[src/rtl/uart_tx_scheduler_pkg.sv]
`default_nettype none
// +----------------------------------------------------------------------+
// | Module      : uart_tx_scheduler_pkg                                  |
// | Description : Shared types, constants and helpers for the UART       |
// |               transmit scheduler (FSM encoding, start timeout,       |
// |               default burst cap, saturating byte counter step).      |
// | Revision    : 1.0 - initial release                                  |
// +----------------------------------------------------------------------+
package uart_tx_scheduler_pkg;

  // Scheduler FSM encoding
  typedef enum logic [1:0] {
    ARB        = 2'd0,
    ISSUE      = 2'd1,
    WAIT_START = 2'd2,
    WAIT_DONE  = 2'd3
  } state_t;

  // Cycles the UART may take to raise is_transmitting after a start pulse
  localparam int c_START_TIMEOUT = 4;

  // Width of the start-timeout counter (must hold c_START_TIMEOUT-1)
  localparam int c_TO_CNT_W = 3;

  // Bytes one requester may send per grant unless overridden
  localparam int c_DEFAULT_MAX_BURST = 16;

  // Increment a byte counter, holding at 255 instead of wrapping
  function automatic logic [7:0] sat_inc8(input logic [7:0] val);
    return (val == 8'hFF) ? val : val + 8'd1;
  endfunction

endpackage
`default_nettype wire

[src/rtl/uart_tx_scheduler_rr_select.sv]
`default_nettype none
// +----------------------------------------------------------------------+
// | Module      : rr_select                                              |
// | Description : Combinational round-robin priority selector. The       |
// |               search starts one above i_last_owner and wraps; the    |
// |               result is one-hot with a valid flag.                   |
// | Revision    : 1.0 - initial release                                  |
// +----------------------------------------------------------------------+
module rr_select #(
  parameter int NUM_REQ = 4,
  parameter int IDX_W   = $clog2(NUM_REQ)
) (
  input  logic [NUM_REQ-1:0] i_req,
  input  logic [IDX_W-1:0]   i_last_owner,
  output logic [NUM_REQ-1:0] o_grant,
  output logic               o_valid
);

  logic [NUM_REQ-1:0] w_mask;
  logic [NUM_REQ-1:0] w_req_hi;
  logic [NUM_REQ-1:0] w_pick_src;

  // Mask of indices strictly above the previous owner (first search window)
  generate
    for (genvar gi = 0; gi < NUM_REQ; gi++) begin : g_mask
      assign w_mask[gi] = (gi > int'(i_last_owner));
    end
  endgenerate

  // Requests above the last owner win; otherwise wrap to the full vector
  assign w_req_hi   = i_req & w_mask;
  assign w_pick_src = (|w_req_hi) ? w_req_hi : i_req;

  // Isolate the lowest set bit of the chosen window
  assign o_grant = w_pick_src & (~w_pick_src + NUM_REQ'(1));
  assign o_valid = |i_req;

endmodule
`default_nettype wire

[src/rtl/uart_tx_scheduler.sv]
`default_nettype none
// +----------------------------------------------------------------------+
// | Module      : uart_tx_scheduler                                      |
// | Description : Round-robin scheduler sharing one UART transmitter     |
// |               among NUM_REQ byte requesters, with per-grant burst    |
// |               cap, frame-end release and start-timeout detection.    |
// | Revision    : 1.0 - initial release                                  |
// +----------------------------------------------------------------------+
module uart_tx_scheduler
  import uart_tx_scheduler_pkg::*;
#(
  parameter int NUM_REQ   = 4,
  parameter int MAX_BURST = c_DEFAULT_MAX_BURST
) (
  input  logic                 clk,
  input  logic                 rst,
  input  logic [NUM_REQ-1:0]   req,
  input  logic [NUM_REQ-1:0]   req_last,
  input  logic [8*NUM_REQ-1:0] req_byte,
  output logic [NUM_REQ-1:0]   ack,
  output logic [NUM_REQ-1:0]   grant,
  output logic                 transmit,
  output logic [7:0]           tx_byte,
  input  logic                 is_transmitting,
  output logic                 start_error,
  output logic                 busy
);

  localparam int c_IDX_W = $clog2(NUM_REQ);

  state_t                r_state;
  state_t                w_state_nxt;
  logic [NUM_REQ-1:0]    r_grant;
  logic [NUM_REQ-1:0]    w_grant_nxt;
  logic [c_IDX_W-1:0]    r_last_owner;
  logic [c_IDX_W-1:0]    w_last_owner_nxt;
  logic [7:0]            r_burst;
  logic [7:0]            w_burst_nxt;
  logic                  r_last_flag;
  logic                  w_last_flag_nxt;
  logic [c_TO_CNT_W-1:0] r_to_cnt;
  logic [c_TO_CNT_W-1:0] w_to_cnt_nxt;

  logic [c_IDX_W-1:0]    w_owner;
  logic [7:0]            w_owner_byte;
  logic                  w_owner_req;
  logic                  w_owner_last;
  logic [NUM_REQ-1:0]    w_rr_grant;
  logic                  w_rr_valid;

  rr_select #(
    .NUM_REQ (NUM_REQ),
    .IDX_W   (c_IDX_W)
  ) u_rr_select (
    .i_req        (req),
    .i_last_owner (r_last_owner),
    .o_grant      (w_rr_grant),
    .o_valid      (w_rr_valid)
  );

  // Decode the current owner's index and pending byte from the one-hot grant
  always_comb begin
    w_owner      = '0;
    w_owner_byte = 8'h00;
    for (int i = 0; i < NUM_REQ; i++) begin
      if (r_grant[i]) begin
        w_owner      = c_IDX_W'(i);
        w_owner_byte = req_byte[8*i +: 8];
      end
    end
  end

  assign w_owner_req  = |(req & r_grant);
  assign w_owner_last = |(req_last & r_grant);

  // Next-state and pulse outputs; the start pulse is issued from ISSUE only
  always_comb begin
    w_state_nxt      = r_state;
    w_grant_nxt      = r_grant;
    w_last_owner_nxt = r_last_owner;
    w_burst_nxt      = r_burst;
    w_last_flag_nxt  = r_last_flag;
    w_to_cnt_nxt     = r_to_cnt;
    transmit         = 1'b0;
    tx_byte          = 8'h00;
    ack              = '0;
    start_error      = 1'b0;

    case (r_state)
      ARB: begin
        if (w_rr_valid && !is_transmitting) begin
          w_grant_nxt = w_rr_grant;
          w_burst_nxt = 8'h00;
          w_state_nxt = ISSUE;
        end
      end

      ISSUE: begin
        if (w_owner_req) begin
          transmit        = 1'b1;
          tx_byte         = w_owner_byte;
          ack             = r_grant;
          w_burst_nxt     = sat_inc8(r_burst);
          w_last_flag_nxt = w_owner_last;
          w_to_cnt_nxt    = '0;
          w_state_nxt     = WAIT_START;
        end else begin
          // Owner withdrew before its byte could be taken
          w_grant_nxt = '0;
          w_state_nxt = ARB;
        end
      end

      WAIT_START: begin
        if (is_transmitting) begin
          w_state_nxt = WAIT_DONE;
        end else if (r_to_cnt == c_TO_CNT_W'(c_START_TIMEOUT - 1)) begin
          start_error      = 1'b1;
          w_grant_nxt      = '0;
          w_last_owner_nxt = w_owner;
          w_state_nxt      = ARB;
        end else begin
          w_to_cnt_nxt = r_to_cnt + c_TO_CNT_W'(1);
        end
      end

      WAIT_DONE: begin
        if (!is_transmitting) begin
          if (!r_last_flag && w_owner_req && (int'(r_burst) < MAX_BURST)) begin
            w_state_nxt = ISSUE;
          end else begin
            w_grant_nxt      = '0;
            w_last_owner_nxt = w_owner;
            w_state_nxt      = ARB;
          end
        end
      end

      default: begin
        w_grant_nxt = '0;
        w_state_nxt = ARB;
      end
    endcase
  end

  // State and bookkeeping registers with asynchronous active-low clear
  always_ff @(posedge clk or negedge rst) begin
    if (!rst) begin
      r_state      <= ARB;
      r_grant      <= '0;
      r_last_owner <= c_IDX_W'(NUM_REQ - 1);
      r_burst      <= 8'h00;
      r_last_flag  <= 1'b0;
      r_to_cnt     <= '0;
    end else begin
      r_state      <= w_state_nxt;
      r_grant      <= w_grant_nxt;
      r_last_owner <= w_last_owner_nxt;
      r_burst      <= w_burst_nxt;
      r_last_flag  <= w_last_flag_nxt;
      r_to_cnt     <= w_to_cnt_nxt;
    end
  end

  assign grant = r_grant;
  assign busy  = (r_state != ARB);

endmodule
`default_nettype wire

[config.mk]
export PLATFORM = sky130hd
export DESIGN_NAME = uart_tx_scheduler
export DESIGN_NICKNAME = d
export VERILOG_FILES = /design/src/rtl/uart_tx_scheduler_pkg.sv /design/src/rtl/uart_tx_scheduler_rr_select.sv /design/src/rtl/uart_tx_scheduler.sv
export SDC_FILE = /design/constraint.sdc
export NUM_CORES = 1
export LEC_CHECK = 0
export ABC_AREA = 1
export CAP_MARGIN = 10
export CORE_UTILIZATION = 45
export CTS_BUF_LIST = sky130_fd_sc_hd__clkbuf_4
export DETAILED_ROUTE_END_ITERATION = 6
export PLACE_DENSITY = 0.92
export SYNTH_ARGS = -nofsm -noshare
export SYNTH_HDL_FRONTEND = slang
export SYNTH_SLANG_ARGS = --single-unit
[constraint.sdc]
create_clock -name clk -period 1.54 [get_ports clk]
set_input_delay 0.231 -clock clk [delete_from_list [all_inputs] [get_ports clk]]
set_output_delay 0.231 -clock clk [all_outputs]
set_load 0.01 [all_outputs]
==> run summary, run 1 <==
Status: stopped before the end
Failing step: 5_1_grt
Error msg: [ERROR DPL-0038] Utilization greater than 100%, impossible to legalize
YS warnings: 0
Max clock buf depth: 2
Die Wd: 60.5 um
I/O pin total: 62
Mapped Avg Cell Area: 6.61 um^2
Synthesized flop and latch total: 20
Sequential share of the synthesized area: 0.327
Post-DP HPWL: 4.10 mm
Initial Util: 0.488
Syn Nets: 279
Sink Count: 20
CTS buffer count: 3
Synth cell types: 30
Root Buffer: clkbuf_4
GRT worst endpoint: tx_byte[6]
Row cnt: 20
GPL Wtd Cong: 0.888
Die height: 60.5 um
# hold bufs at CTS: 0
Pre-CTS WS: -0.692 ns
Worst ep type: output port
Mapped Area: 0.00154 mm^2
IO buf count: 61
H-tree levels: 1
Synthesized instance count: 233
Largest net degree at the start of global routing: 21
-- cells in the mapped netlist --
master / instances / area share
nand2_1: 75 / 0.18
inv_1: 27 / 0.066
nor2_1: 21 / 0.051
dfrtp_1: 18 / 0.29
nand3_1: 17 / 0.055
o21ai_0: 11 / 0.036
a22oi_1: 8 / 0.039
o22ai_1: 7 / 0.028
a211oi_1: 6 / 0.029
inv_2: 5 / 0.012
nor2_2: 4 / 0.016
o21ai_1: 4 / 0.013
ha_1: 3 / 0.024
nand2_2: 3 / 0.012
nand4_1: 3 / 0.012
o21ai_2: 3 / 0.017
xor2_1: 3 / 0.017
dfstp_2: 2 / 0.034
nor2_4: 2 / 0.015
a21o_1: 1 / 0.0049
a21oi_1: 1 / 0.0032
a221oi_1: 1 / 0.0057
and3_1: 1 / 0.0041
buf_2: 1 / 0.0032
buf_6: 1 / 0.0073
clkbuf_1: 1 / 0.0024
clkinv_1: 1 / 0.0024
nor3_1: 1 / 0.0032
nor3b_1: 1 / 0.0049
o221ai_1: 1 / 0.0057
-- per-stage QoR --
| step | cells | cell area, um^2 |
|---|---|---|
| floorplan | 233 | 1540 |
| global placement | 375 | 2500 |
| detailed placement | 375 | 2500 |
| CTS | 402 | 2890 |
-- cells by family after synthesis --
kind of cell,Yosys count,share of synthesized area
xor+xnor,3,0.0171
buf+inv,36,0.0934
simple gates,128,0.357
fa+ha+maj,3,0.0244
flops,20,0.327
compound gates,43,0.182
-- what timing repair did --
item | 4_1_cts
gates resized for setup | 135
setup endpoints to repair | 28
gates cloned | 0
setup buffers | 24
pin swaps | 19
==> run 2: changes to the inputs <==
--- a/config.mk
+++ b/config.mk
@@ -7,10 +7,9 @@
 export LEC_CHECK = 0
 export ABC_AREA = 1
 export CAP_MARGIN = 10
-export CORE_UTILIZATION = 45
-export CTS_BUF_LIST = sky130_fd_sc_hd__clkbuf_4
+export CORE_UTILIZATION = 40
 export DETAILED_ROUTE_END_ITERATION = 6
-export PLACE_DENSITY = 0.92
+export PLACE_DENSITY_LB_ADDON = 0.15
 export SYNTH_ARGS = -nofsm -noshare
 export SYNTH_HDL_FRONTEND = slang
 export SYNTH_SLANG_ARGS = --single-unit
==> run 2 against run 1 <==
Effect of this change:
- the flow now finishes, with violations (negative setup slack)
- synthesized cell count stayed put
- synthesized area did not move
==> run summary, run 2 <==
Pre-CTS WS: -0.706 ns (-0.0148 ns)
P_sw: 0.00223 W
Area share of the largest cell type after synthesis: 0.292 (unchanged)
Final nets: 408
Tmin final: 1.81 ns
Final worst setup slack: -0.267 ns
GR Util All Layers: 0.281
Core area: 0.00369 mm^2
CTS buffer count: 3 (unchanged)
Die height: 64.1 um (+5.9%)
Main synth FF type: dfrtp_1
Critical path cell sequence: nand2_1, nand2_1, inv_2, nand2_4, nand2_4, buf_6, a211oi_2, buf_2
Commonest non-fill, non-tap cell in the layout: nand2_1
Clock transition at the registers of the reported paths: 0.09 ns
H-tree levels: 1 (unchanged)
CP startpoint: grant[1]$_DFFE_PN0P_
Area Overhead vs Synth: 103%
DRT iter0 DRCs: 263
Post-synth top cells: 75 x nand2_1, 27 x inv_1, 21 x nor2_1
Leading area contributor after synthesis: dfrtp_1
Slew @ Worst Pin: 0.410 ns
Final wirelength: 7.26 mm
Layout cells sized above 1: 0.474
Crit path DAT: 1.58 ns
# hold bufs at CTS: 0 (unchanged)
Ys async rst share: 1.00 (unchanged)
CP endpoint kind: output port
ANT nets after route: 0
Synth area leaders: dfrtp_1 29%, nand2_1 18%, inv_1 6.6%
Row cnt: 22 (+10%)
Worst Setup Path Type: register to output port
Largest Register: r_burst
Post-synth EDFFs: 0 (unchanged)
Fin. Hold Viols: 0
R2R depth: 12
Routed vias: 2272
Class of the worst hold path: input port to asynchronous set/reset pin
Sequential share of the synthesized area: 0.327 (unchanged)
Filler instances: 204
Max-slew violations: 0
Relative slew slack: 0.724
CP peak stage delay: 0.45 ns
Synthesized instance count: 233 (unchanged)
Mapped Avg Cell Area: 6.61 um^2 (unchanged)
Internal: 0.00268 W
Most frequent cells in the layout: 55 x nand2_1, 46 x buf_4, 38 x clkdlybuf4s50_1, 23 x inv_1, 18 x buf_6
IO buf count: 61 (unchanged)
Unrepaired setup endpoints after global routing: yes
Post-DP HPWL: 3.81 mm (-7.1%)
Reg power frac: 0.172
Most common cell in the synthesized netlist: nand2_1
Max clock buf depth: 2 (unchanged)
Final std cells w/o fill: 409
Initial Util: 0.418 (-0.0709)
Syn Nets: 279 (unchanged)
Status: complete, but fails checks
CTS tree: built
Clock network fraction of design power: 0.112
Critical Path Source Type: register
Worst r2r dst: r_last_owner[0]$_DFFE_PN1P_
Static leakage: 1.55 nW
Sw frac: 0.454
I/O pin total: 62 (unchanged)
# diodes: 0
Vias in the first global route: 2122
Max Clock Skew: 0.0124 ns
Fin util: 0.847
Die Wd: 64.1 um (+5.9%)
DRC: 0
Maximum clock frequency: 553 MHz
Die area: 0.00410 mm^2
Root Buffer: clkbuf_8
Max FFs per register: 8
WL/cell: 17.8 um
Final setup vio count: 32
Mapped Area: 0.00154 mm^2 (unchanged)
Failing checks: negative setup slack
Crit-path max FO: 3
CP endpoint: tx_byte[7]
First-pass GRT wire length: 9.03 mm
YS warnings: 0 (unchanged)
Sink Count: 20 (unchanged)
First-pass iteration count of the detailed router: 6
Dpl cells: 381 (+1.6%)
Combinational fraction of design power: 0.716
Req. time, crit path: 1.31 ns
Tcrit/Tclk final: 1.17
Largest net degree at the start of global routing: 21
Antenna violations before repair: 0
Synth cell types: 30 (unchanged)
PD cells: 1570 mW/mm^2
Total gr overflow: 0
Max-Cap Viols: 0
R2R Setup Slk: -0.17 ns
Via density per instance: 5.56
Peak supply drop: 1050 uV
Clk_lat worst skew: 0.28 ns
GPL Wtd Cong: 0.832 (-6.3%)
Worst r2r src: grant[1]$_DFFE_PN0P_
Total power: 0.00491 W
Synthesized flop and latch total: 20 (unchanged)
Cell at the slowest stage of the critical path: dfrtp_1
==> run 2: repair_timing <==
| item | 4_1_cts | 5_1_grt |
|---|---|---|
| setup endpoints to repair | 27 | 34 |
| pin swaps | 18 | 17 |
| gates resized for setup | 115 | 71 |
| gates cloned | 1 | 1 |
| hold endpoints to repair | 0 | 0 |
| setup buffers | 14 | 10 |
==> run 2: cell families (layout without fill, tap and decap cells) <==
| group | count (synthesis) | in the layout | share of synthesized area |
|---|---|---|---|
| adder cells (fa/ha/maj) | 3 | 3 | 0.0244 |
| AO/OA/AOI/OAI | 43 | 43 | 0.182 |
| flip-flops | 20 | 20 | 0.327 |
| XOR/XNOR | 3 | 3 | 0.0171 |
| buffers and inverters | 36 | 163 | 0.0934 |
| AND/OR/NAND/NOR | 128 | 129 | 0.357 |
==> run 2: critical path: cells and delay by family (launching register included) <==
family | cells | cell delay, ns
AO/OA/AOI/OAI | 1 | 0.14
buffers and inverters | 3 | 0.36
AND/OR/NAND/NOR | 4 | 0.36
flip-flops | 1 | 0.45
==> run 2: area by class of cell <==
type / count / area [um^2] / share of cell area
Clock buffer: 3 / 41.3 / 0.0132
Clock inverter: 1 / 30.0 / 0.00961
Inverter: 33 / 131 / 0.0421
Multi-Input combinational cell: 178 / 1210 / 0.388
Sequential cell: 20 / 505 / 0.162
Tap cell: 48 / 60.1 / 0.0192
Timing Repair Buffer: 126 / 1140 / 0.366
==> run 2: worst min path at each step <==
stage	start	end	slack (ns)	cells past startpoint
global route	rst	r_burst[3]$_DFFE_PN0P_	0.32	2
floorplan	rst	grant[0]$_DFFE_PN0P_	-0.06	0
global placement	r_to_cnt[2]$_DFFE_PN0P_	r_to_cnt[2]$_DFFE_PN0P_	0.47	2
CTS	rst	r_burst[4]$_DFFE_PN0P_	0.32	2
detailed placement	r_to_cnt[2]$_DFFE_PN0P_	r_to_cnt[2]$_DFFE_PN0P_	0.48	2
finish	rst	r_burst[1]$_DFFE_PN0P_	0.29	2
==> run 2: per-layer routing <==
metal,GRT usage,routed length [um],up-vias
met3,0.0571,407,32
met4,0.125,294,0
met1,0.315,2820,1086
met5,0,0,-
met2,0.508,3740,127
li1,-,-,1027
==> run 2: metrics by stage <==
| stage | setup TNS [ns] | hold WS, ns | cell area [um^2] |
|---|---|---|---|
| after floorplan | 0 | -0.0646 | 1540 |
| after global placement | -11.53 | 0.470 | 2520 |
| after detailed placement | -12.72 | 0.479 | 2520 |
| after CTS | -1.19 | 0.320 | 2810 |
| after global routing | -6.63 | 0.319 | 3120 |
| final | -4.48 | 0.295 | 3120 |
==> run 2: power by group through the flow <==
stage / registers [W] / clock network, W / logic (W)
CTS: 0.000808 / 0.000534 / 0.00267
floorplan: 0.000832 / 0 / 0.00106
global route: 0.000852 / 0.000576 / 0.00370
detailed placement: 0.000809 / 0 / 0.00221
finish: 0.000843 / 0.000551 / 0.00351
global placement: 0.000802 / 0 / 0.00219
(Power assumes the default switching activity.)
